<file path="src/rtl/lock_pkg.sv">
// Shared constants for the combination-lock controller: FSM state codes,
// special keypad codes and small arithmetic helpers.
package lock_pkg;

    localparam logic [2:0] ST_IDLE    = 3'd0;
    localparam logic [2:0] ST_ENTRY   = 3'd1;
    localparam logic [2:0] ST_CHECK   = 3'd2;
    localparam logic [2:0] ST_OPEN    = 3'd3;
    localparam logic [2:0] ST_SETPW   = 3'd4;
    localparam logic [2:0] ST_LOCKOUT = 3'd5;

    localparam logic [3:0] KEY_ENTER   = 4'd10;
    localparam logic [3:0] KEY_CLEAR   = 4'd11;
    localparam logic [3:0] KEY_SET     = 4'd12;
    localparam logic [3:0] DIGIT_BLANK = 4'hF;
    localparam logic [3:0] WRONG_SAT   = 4'd9;

    function automatic logic is_digit(input logic [3:0] k);
        return k <= 4'd9;
    endfunction

    // The wrong-attempt counter is shown on a single 7-seg digit, so it stops at 9.
    function automatic logic [3:0] sat_inc(input logic [3:0] v);
        return (v >= WRONG_SAT) ? WRONG_SAT : v + 4'd1;
    endfunction

endpackage

</file>
<file path="src/rtl/lock_timer.sv">
// Down-counter shared by the OPEN and LOCKOUT states. A load of N followed by
// enabled cycles raises done on the Nth enabled cycle, so the owner leaves after N cycles.
module lock_timer #(
    parameter int TMR_W = 28
) (
    input  logic             clk,
    input  logic             rst_n,
    input  logic             load,
    input  logic [TMR_W-1:0] load_val,
    input  logic             en,
    output logic             done
);

    logic [TMR_W-1:0] cnt_q;
    logic [TMR_W-1:0] cnt_d;

    always_comb begin
        cnt_d = cnt_q;
        if (load) begin
            cnt_d = load_val;
        end else if (en && (cnt_q != '0)) begin
            cnt_d = cnt_q - 1'b1;
        end
    end

    // A count of 0 also reports done so a zero load can never stall the FSM.
    assign done = en && !load && (cnt_q <= TMR_W'(1));

    always_ff @(posedge clk or negedge rst_n) begin
        if (!rst_n) begin
            cnt_q <= '0;
        end else begin
            cnt_q <= cnt_d;
        end
    end

endmodule

</file>
<file path="src/rtl/lock_ctrl.sv">
// Combination-lock sequencer: collects four keypad digits, checks them against the
// stored code, drives unlock/alarm and feeds the 7-seg multiplexer.
module lock_ctrl
    import lock_pkg::*;
#(
    parameter int          MAX_WRONG    = 3,
    parameter int          OPEN_CYCLES  = 50_000_000,
    parameter int          LOCK_CYCLES  = 250_000_000,
    parameter int          TMR_W        = 28,
    parameter logic [15:0] DEFAULT_CODE = 16'h1234
) (
    input  logic       clk,
    input  logic       rst_n,
    input  logic       key_valid,
    input  logic [3:0] key_code,
    output logic [3:0] seg_d1,
    output logic [3:0] seg_d2,
    output logic [3:0] seg_d3,
    output logic [3:0] seg_d4,
    output logic [3:0] wrong_cnt,
    output logic       unlocked,
    output logic       alarm
);

    localparam logic [TMR_W-1:0] OPEN_LOAD   = TMR_W'(OPEN_CYCLES);
    localparam logic [TMR_W-1:0] LOCK_LOAD   = TMR_W'(LOCK_CYCLES);
    localparam logic [3:0]       MAX_WRONG_L = 4'(MAX_WRONG);
    localparam logic [15:0]      ALL_BLANK   = {4{DIGIT_BLANK}};

    logic [2:0]       state_q, state_d;
    logic [2:0]       ptr_q, ptr_d;
    logic [3:0][3:0]  dig_q, dig_d;      // dig_q[0] is the first digit entered
    logic [15:0]      code_q, code_d;
    logic [3:0]       wrong_q, wrong_d;
    logic             unlocked_q, unlocked_d;
    logic             alarm_q, alarm_d;

    logic             tmr_load;
    logic [TMR_W-1:0] tmr_val;
    logic             tmr_en;
    logic             tmr_done;

    logic             k_digit, k_enter, k_clear, k_set;
    logic             ptr_full;
    logic [15:0]      entered;
    logic [3:0]       wrong_inc;

    assign k_digit   = key_valid && is_digit(key_code);
    assign k_enter   = key_valid && (key_code == KEY_ENTER);
    assign k_clear   = key_valid && (key_code == KEY_CLEAR);
    assign k_set     = key_valid && (key_code == KEY_SET);
    assign ptr_full  = (ptr_q == 3'd4);
    assign entered   = {dig_q[0], dig_q[1], dig_q[2], dig_q[3]};
    assign wrong_inc = sat_inc(wrong_q);

    lock_timer #(
        .TMR_W(TMR_W)
    ) u_timer (
        .clk     (clk),
        .rst_n   (rst_n),
        .load    (tmr_load),
        .load_val(tmr_val),
        .en      (tmr_en),
        .done    (tmr_done)
    );

    always_comb begin
        state_d    = state_q;
        ptr_d      = ptr_q;
        dig_d      = dig_q;
        code_d     = code_q;
        wrong_d    = wrong_q;
        unlocked_d = unlocked_q;
        alarm_d    = alarm_q;
        tmr_load   = 1'b0;
        tmr_val    = '0;
        tmr_en     = 1'b0;

        case (state_q)
            ST_IDLE, ST_ENTRY: begin
                if (k_digit) begin
                    if (!ptr_full) begin
                        dig_d[ptr_q[1:0]] = key_code;
                        ptr_d             = ptr_q + 3'd1;
                        state_d           = ST_ENTRY;
                    end
                end else if (k_clear) begin
                    dig_d   = ALL_BLANK;
                    ptr_d   = 3'd0;
                    state_d = ST_IDLE;
                end else if (k_enter && ptr_full) begin
                    state_d = ST_CHECK;
                end
            end

            // Single evaluation cycle; any key arriving here is dropped.
            ST_CHECK: begin
                dig_d = ALL_BLANK;
                ptr_d = 3'd0;
                if (entered == code_q) begin
                    state_d    = ST_OPEN;
                    unlocked_d = 1'b1;
                    wrong_d    = 4'd0;
                    tmr_load   = 1'b1;
                    tmr_val    = OPEN_LOAD;
                end else begin
                    wrong_d = wrong_inc;
                    if (wrong_inc >= MAX_WRONG_L) begin
                        state_d  = ST_LOCKOUT;
                        alarm_d  = 1'b1;
                        tmr_load = 1'b1;
                        tmr_val  = LOCK_LOAD;
                    end else begin
                        state_d = ST_IDLE;
                    end
                end
            end

            // Expiry is tested first so a key in the same cycle is lost.
            ST_OPEN: begin
                tmr_en = 1'b1;
                if (tmr_done || k_clear) begin
                    state_d    = ST_IDLE;
                    unlocked_d = 1'b0;
                end else if (k_set) begin
                    state_d = ST_SETPW;
                    dig_d   = ALL_BLANK;
                    ptr_d   = 3'd0;
                end
            end

            ST_SETPW: begin
                if (k_digit) begin
                    if (!ptr_full) begin
                        dig_d[ptr_q[1:0]] = key_code;
                        ptr_d             = ptr_q + 3'd1;
                    end
                end else if (k_clear || (k_enter && ptr_full)) begin
                    if (k_enter) begin
                        code_d = entered;
                    end
                    state_d    = ST_IDLE;
                    unlocked_d = 1'b0;
                    dig_d      = ALL_BLANK;
                    ptr_d      = 3'd0;
                end
            end

            ST_LOCKOUT: begin
                tmr_en = 1'b1;
                if (tmr_done) begin
                    state_d = ST_IDLE;
                    alarm_d = 1'b0;
                    wrong_d = 4'd0;
                end
            end

            default: begin
                state_d = ST_IDLE;
            end
        endcase
    end

    always_ff @(posedge clk or negedge rst_n) begin
        if (!rst_n) begin
            state_q    <= ST_IDLE;
            ptr_q      <= 3'd0;
            dig_q      <= ALL_BLANK;
            code_q     <= DEFAULT_CODE;
            wrong_q    <= 4'd0;
            unlocked_q <= 1'b0;
            alarm_q    <= 1'b0;
        end else begin
            state_q    <= state_d;
            ptr_q      <= ptr_d;
            dig_q      <= dig_d;
            code_q     <= code_d;
            wrong_q    <= wrong_d;
            unlocked_q <= unlocked_d;
            alarm_q    <= alarm_d;
        end
    end

    assign seg_d1    = dig_q[0];
    assign seg_d2    = dig_q[1];
    assign seg_d3    = dig_q[2];
    assign seg_d4    = dig_q[3];
    assign wrong_cnt = wrong_q;
    assign unlocked  = unlocked_q;
    assign alarm     = alarm_q;

endmodule

</file>
<file path="config.mk">
export PLATFORM = sky130hd
export DESIGN_NAME = lock_ctrl
export DESIGN_NICKNAME = d
export VERILOG_FILES = /design/src/rtl/lock_pkg.sv /design/src/rtl/lock_timer.sv /design/src/rtl/lock_ctrl.sv
export SDC_FILE = /design/constraint.sdc
export NUM_CORES = 1
export LEC_CHECK = 0
export ABC_AREA = 1
export BUFFER_PORTS_ARGS = -buffer_cell sky130_fd_sc_hd__buf_2
export CORE_AREA = 3 3 95 97
export CTS_CLUSTER_SIZE = 8
export DETAILED_ROUTE_END_ITERATION = 8
export DIE_AREA = 0 0 98 100
export PLACE_DENSITY = 0.74
export SLEW_MARGIN = 10
export SYNTH_ARGS = -nofsm -noshare
export SYNTH_HDL_FRONTEND = slang
export SYNTH_SLANG_ARGS = --single-unit
</file>
<file path="constraint.sdc">
create_clock -name clk -period 2.36 [get_ports clk]
set_clock_uncertainty 0.2 [all_clocks]
set_input_delay 0.59 -clock clk [delete_from_list [all_inputs] [get_ports clk]]
set_output_delay 0.59 -clock clk [all_outputs]
set_load 0.05 [all_outputs]
</file>
# ---- After elaboration in Yosys (flattened, before gate mapping)
# Cells that the tools add are included.
dict set report word_totals {
  input_bits 7
  reg_bits 72
  wordCells 123
  output_inout_bits 22
}
dict set report classes {
  n_reduce_logical 26
  addsub 3
  mux 52
  magnitude_cmp 6
  n_eq_ne 24
  bitwise_logic 1
}
# operator count
set ops {}
lappend ops {{2-to-1 mux 28 bit} 5}
lappend ops {{2-to-1 mux 16 bit} 7}
lappend ops {{one-hot mux 16 bit (4 select lines)} 1}
lappend ops {{2-to-1 mux 3 bit} 17}
lappend ops {{less-or-equal comparator 28 x 1 -> 1 bit, second input constant} 1}
lappend ops {{nonzero test 28 bit} 1}
lappend ops {{subtractor 28 x 1 -> 28 bit, second input constant} 1}
lappend ops {{inequality test 2 bit, second input constant} 9}
lappend ops {{bitwise mux 16 bit} 1}
lappend ops {{equality test 16 bit} 1}
lappend ops {{2-to-1 mux 4 bit} 4}
lappend ops {{one-hot mux 3 bit (5 select lines)} 1}
lappend ops {{equality test 4 bit, second input constant} 3}
lappend ops {{inequality test 3 bit, second input constant} 4}
lappend ops {{one-hot mux 3 bit (4 select lines)} 1}
lappend ops {{2-to-1 mux 1 bit} 11}
lappend ops {{AND reduction 5 bit} 2}
lappend ops {{equality test 3 bit, second input constant} 3}
lappend ops {{logical AND 1 bit} 9}
lappend ops {{demux 4 bit (select 2 bit)} 1}
lappend ops {{one-hot mux 4 bit (2 select lines)} 1}
lappend ops {{AND reduction 4 bit} 2}
lappend ops {{equality test 3 x 2 -> 1 bit, second input constant} 2}
lappend ops {{AND reduction 6 bit} 1}
lappend ops {{20 further kinds} 23}

# ---- Longest topological paths before layout
dict set report depth {
  ltp_word 12
  depth_mapped 13
  ltp_nobuf 12
}

# ---- Modules after synthesis
# Synthesis repeated with hierarchy kept, for this count alone.
dict set report unflattened {
  hier_cells 743
  area_unflattened_um2 5078.6
}
# module instances cells_per_inst seq_area_each_um2 area_each_um2
set by_module_without_submodules {}
lappend by_module_without_submodules {lock_ctrl 1 368 1127.3 2747.6}
lappend by_module_without_submodules {lock_timer 1 375 700.7 2331.0}

# ---- Least setup slack after synthesis
# No wires, ideal clock.
dict set report synth_path {
  kind {reg2reg}
  from {register wrong_q[0], in the netlist wrong_cnt[0]}
  to {register u_timer.cnt_q[26]}
  t_arrival_ns 1.966
  required_time_ns 2.039
  stages_incl_launch_ff 10
  path_buffers 1
  setup_slack_ns 0.073
  setup_ns 0.121
  synth_period_minus_slack_ns 2.287
  path_cell_list {dfrtp_1 inv_1 ha_1 inv_1 o211ai_1 o21ai_2 buf_2 inv_1 o21ai_1 o21ai_1}
}
dict set report synth_between {
  elab_chain_cells 7
  elab_cells_between_ends 12
  cone_classes {add/sub: 1; order compare: 2; mux: 8; reduce/logical: 1}
}
# element line
set synth_lines {}
lappend synth_lines {{start: declaration} lock_ctrl.sv:34} ;# logic [3:0] wrong_q, wrong_d;
lappend synth_lines {{start signal: assignment} lock_ctrl.sv:178} ;# wrong_q <= wrong_d;
lappend synth_lines {{adder 4 x 1 -> 4 bit / greater-or-equal comparator 4 bit (equally long branches)} lock_pkg.sv:24} ;# return (v >= WRONG_SAT) ? WRONG_SAT : v + 4'd1;
lappend synth_lines {{2-to-1 mux 4 bit *} lock_pkg.sv:24}
lappend synth_lines {{greater-or-equal comparator 4 x 2 -> 1 bit *} lock_ctrl.sv:108} ;# if (wrong_inc >= MAX_WRONG_L) begin
lappend synth_lines {{2-to-1 mux 28 bit / 2-to-1 mux 1 bit (equally long branches)} lock_ctrl.sv:108}
lappend synth_lines {{2-to-1 mux 28 bit / 2-to-1 mux 1 bit (equally long branches)} lock_ctrl.sv:100} ;# if (entered == code_q) begin
lappend synth_lines {{2-to-1 mux 28 bit / 2-to-1 mux 1 bit (equally long branches)} lock_ctrl.sv:79} ;# case (state_q)
lappend synth_lines {{2-to-1 mux 28 bit / nonzero test 2 bit (equally long branches)} -}
lappend synth_lines {{end signal: assignment} lock_timer.sv:33} ;# cnt_q <= cnt_d;
lappend synth_lines {{end: declaration} lock_timer.sv:14} ;# logic [TMR_W-1:0] cnt_q;
# Every way passes the cells marked *; elsewhere a longest branch is shown, timed or not.
# A chain may end at the register's enable or synchronous reset.

# ---- Final worst setup path
dict set report layout_path {
  from {register dig_q, in the netlist seg_d3[3]}
  to {register u_timer.cnt_q[24]}
}
dict set report layout_between {
  elab_chain_cells 4
  elab_cells_between_ends 7
  cone_classes {eq/ne: 1; mux: 5; reduce/logical: 1}
}
# element line
set layout_lines {}
lappend layout_lines {{start: declaration} lock_ctrl.sv:32} ;# logic [3:0][3:0] dig_q, dig_d;
lappend layout_lines {{start signal: assignment} lock_ctrl.sv:176} ;# dig_q <= dig_d;
lappend layout_lines {{equality test 16 bit *} lock_ctrl.sv:100}
lappend layout_lines {{2-to-1 mux 28 bit / 2-to-1 mux 1 bit (equally long branches)} lock_ctrl.sv:100}
lappend layout_lines {{2-to-1 mux 28 bit / 2-to-1 mux 1 bit (equally long branches)} lock_ctrl.sv:79}
lappend layout_lines {{2-to-1 mux 28 bit / nonzero test 2 bit (equally long branches)} -}
# Marks and branches as above.

==> summary.md <==
| Metric | Value |
|---|---|
| Remaining DRCs | `0` |
| H-tree depth | `3` |
| Vias per inst | `between 5 and 6` |
| R2R Path End | `u_timer.cnt_q[24]` |
| Gr usage total | `~22%` |
| Net Sw Frac | `roughly half` |
| Fmax achieved | `~460 MHz` |
| EDFF count, synth | `0` |
| Post-route ant nets | `0` |
| Largest net degree at the start of global routing | `73` |
| Clk pwr share | `14.0%` |
| Post-synthesis sequential area ratio | `39.02%` |
| Synth Area in Simple Gates | `a little over 40%` |
| Overflow after GRT | `0` |
| Synthesized flop and latch total | `between 70 and 80` |
| Vias | `4185` |
| Fin nets | `around 700` |
| Area growth from synthesis to layout | `10.55%` |
| Worst IR drop on VDD | `roughly 0.00076 V` |
| Final setup violation count | `0` |
| Row count | `33` |
| Fin crit share | `between 90 and 100%` |
| Slew @ Worst Pin | `approximately 470 ps` |
| Layout cells sized above 1 | `between 10% and 20%` |
| R2R depth | `11` |
| Worst-skew pair later-pin latency | `about 350 ps` |
| Post-Synth XOR/XNOR Area | `under 10%` |
| Power Internal | `3.221 mW` |
| CP Capture Type | `flop` |
| Antenna cells | `0` |
| Mux cell area share after synthesis | `0%` |
| Number of distinct library cells after synthesis | `38` |
| Post-DP HPWL | `~7600 um` |
| Deepest clock path buffer count | `2` |
| Clock sink total | `72` |
| Final hold vios | `0` |
| PortBufs | `28` |
| Critical path class | `flop to flop` |
| Commonest non-fill, non-tap cells in the layout | `230 x nand2_1, 82 x inv_1, 74 x nor2_1` |
| RSZ-0062 raised after global routing | `false` |
| Startpoint types | `flop` |
| Gpl congestion | `a little under 0.9` |
| NetSw | `between 3 and 4 mW` |
| Fin. max-slew vios | `0` |
| Detailed Route Iter0 Violations | `approximately 140` |
| Synth Area in Compound Gates | `between 6 and 7%` |
| Core ar. | `approximately 0.0082 mm^2` |
| Initial antenna violation count | `0` |
| CP max FO | `10` |
| Min cycle time layout | `approximately 2200 ps` |
| Utilization after layout | `between 60% and 70%` |
| Largest family of logic cells by synthesized area | `simple AND/OR/NAND/NOR gates` |
| Vias in the first global route | `about 4000` |
| CTS buffer count | `9` |
| Fraction of registers with async set/reset | `100.0%` |
| PD cells | `1251 mW/mm^2` |
| Clk root buf | `clkbuf_8` |
| Ys flop type | `dfrtp_1` |
| Setup TNS | `0 ps` |
| TritonRoute pass-1 iters | `5` |
| Crit path top cell by count | `nand2_1` |
| Routed wire length | `between 10000 and 15000 um` |
| Logic pwr share | `52.8%` |
| Syn nets | `a little under 700` |
| Crit-path max cell delay | `560 ps` |
| Synthesized instance count | `between 600 and 700` |
| Die W | `~98 um` |
| Area leader, netlist | `dfrtp_1` |
| Critical Path AT | `approximately 2200 ps` |
| Die area | `about 0.0098 mm^2` |
| Outcome | `complete, no violations` |
| WP data required | `around 2400 ps` |
| Avg Cell Area, Syn | `about 7.1 um^2` |
| Worst-path cell chain | `inv_1, nand2_1, nand2_1, nor2_1, nand2_1, nor2_1, nand3_2, nand2_2, inv_2, nand2_1, nor2_1` |
| Ports | `29` |
| Post-Synth Adder-Cell Area | `roughly 2.4%` |
| Largest cells by area after synthesis | `dfrtp_1 27%, nand2_1 18%, dfstp_2 12%` |
| Reg2Reg Launch Point | `seg_d3[3]` |
| Synthesized area | `approximately 0.0047 mm^2` |
| Sequential share of power | `roughly a third` |
| Max-slew headroom | `between 60 and 70%` |
| Starting Density | `a little under three fifths` |
| Chip height | `~100 um` |
| Yosys top cell area share | `between 20% and 30%` |
| Static Leak | `around 2.7 nW` |
| First-pass GRT wire length | `17510 um` |
| Max-cap check violation count | `0` |
| Yosys warning count | `0` |
| Hold Crit Class | `input port to asynchronous set/reset pin` |
| Commonest non-fill, non-tap cell in the layout | `nand2_1` |
| Fillcell total | `about 760` |
| Clk slew on worst S/H paths | `approximately 80 ps` |
| WL/cell | `roughly 12 um` |
| TritonCTS clock tree | `yes` |
| Critical-path top delay cell | `dfstp_2` |
| Reg2reg setup slack | `roughly 180 ps` |
synthesized netlist by cell type (7+ instances only):
cell type / count
inv_2: 10
nor2_1: 74
inv_1: 82
dfrtp_1: 51
nand3b_1: 7
nand2_1: 230
ha_1: 9
nand2_2: 7
dfstp_2: 21
xor2_1: 7
nand4_1: 29
o21ai_0: 31
nor3_1: 7
nor2_2: 7
nand3_1: 29
a21oi_1: 9
how the worst max path moves through the flow:
| stage | from | cells after the start | endpoint | slack [ps] |
|---|---|---|---|---|
| global placement | key_code[3] | 11 | ptr_q[0] | 210 |
| floorplan | wrong_cnt[0] | 9 | u_timer.cnt_q[26] | 70 |
| detailed placement | key_code[1] | 11 | ptr_q[1] | 180 |
| CTS | u_timer.cnt_q[1] | 11 | u_timer.cnt_q[8] | 160 |
| global route | seg_d1[2] | 13 | u_timer.cnt_q[18] | 5 |
| finish | seg_d3[3] | 11 | u_timer.cnt_q[24] | 180 |
layout make-up:
type | count | area (um^2) | area share [%]
repair buffers | 41 | 266.5 | 5.146
well taps | 105 | 131.4 | 2.537
clock inverters | 6 | 45.04 | 0.8698
multi-input cells | 484 | 2415 | 46.63
clock buffers | 10 | 137.6 | 2.658
inverters | 93 | 354.1 | 6.837
flip-flops and latches | 72 | 1829 | 35.32
worst max-delay path, delay by kind of cell, from the launching register on:
family,cells,cell delay (ps)
AND/OR/NAND/NOR,9,1140
flip-flops,1,560
buffers and inverters,2,180
registers in the layout, summed over array words and instances (netlist names):
register       count
wrong_cnt          4
code_q            16
seg_d1             4
unlocked           1
seg_d4             4
u_timer.cnt_q     28
state_q            3
seg_d3             4
alarm              1
ptr_q              3
seg_d2             4
power by group through the flow:
stage	clock network, mW	logic [mW]	registers, mW
finish	0.904	3.42	2.16
global route	0.986	3.84	2.21
CTS	0.928	3.42	2.15
detailed placement	0	3.41	2.17
global placement	0	3.33	2.15
floorplan	0	2.11	2.71
per-stage QoR:
step                hold slack (ps)  instances  area [um^2]  power (mW)  worst slack [ps]
floorplan                     94.41        662         4684       4.815             72.90
global placement              268.7        795         4979       5.477             210.2
detailed placement            270.2        795         4979       5.572             180.5
CTS                           71.54        811         5161       6.496             155.8
global route                  88.02        811         5179       7.036             4.504
finish                        58.05        811         5179       6.477             179.6
repair_timing:
item	CTS	global route
setup endpoints to repair	0	15
hold buffers	0	0
resized for setup	0	5
setup buffers	0	0
logic make-up (layout without fill, tap and decap cells):
logic type      after synthesis  in the layout
simple gates                412            412
compound gates               53             53
buf+inv                     106            150
xor+xnor                     10             10
flops                        72             72
fa+ha+maj                     9              9
metal layers:
layer	vias up	GRT usage, %	routed length [um]
met5	-	0	0
met4	0	8.413	191
met3	14	4.239	384
met2	74	37.64	4935
met1	1939	27.18	4621
li1	2158	-	-
No activity file was read; power rests on OpenSTA's default activity.
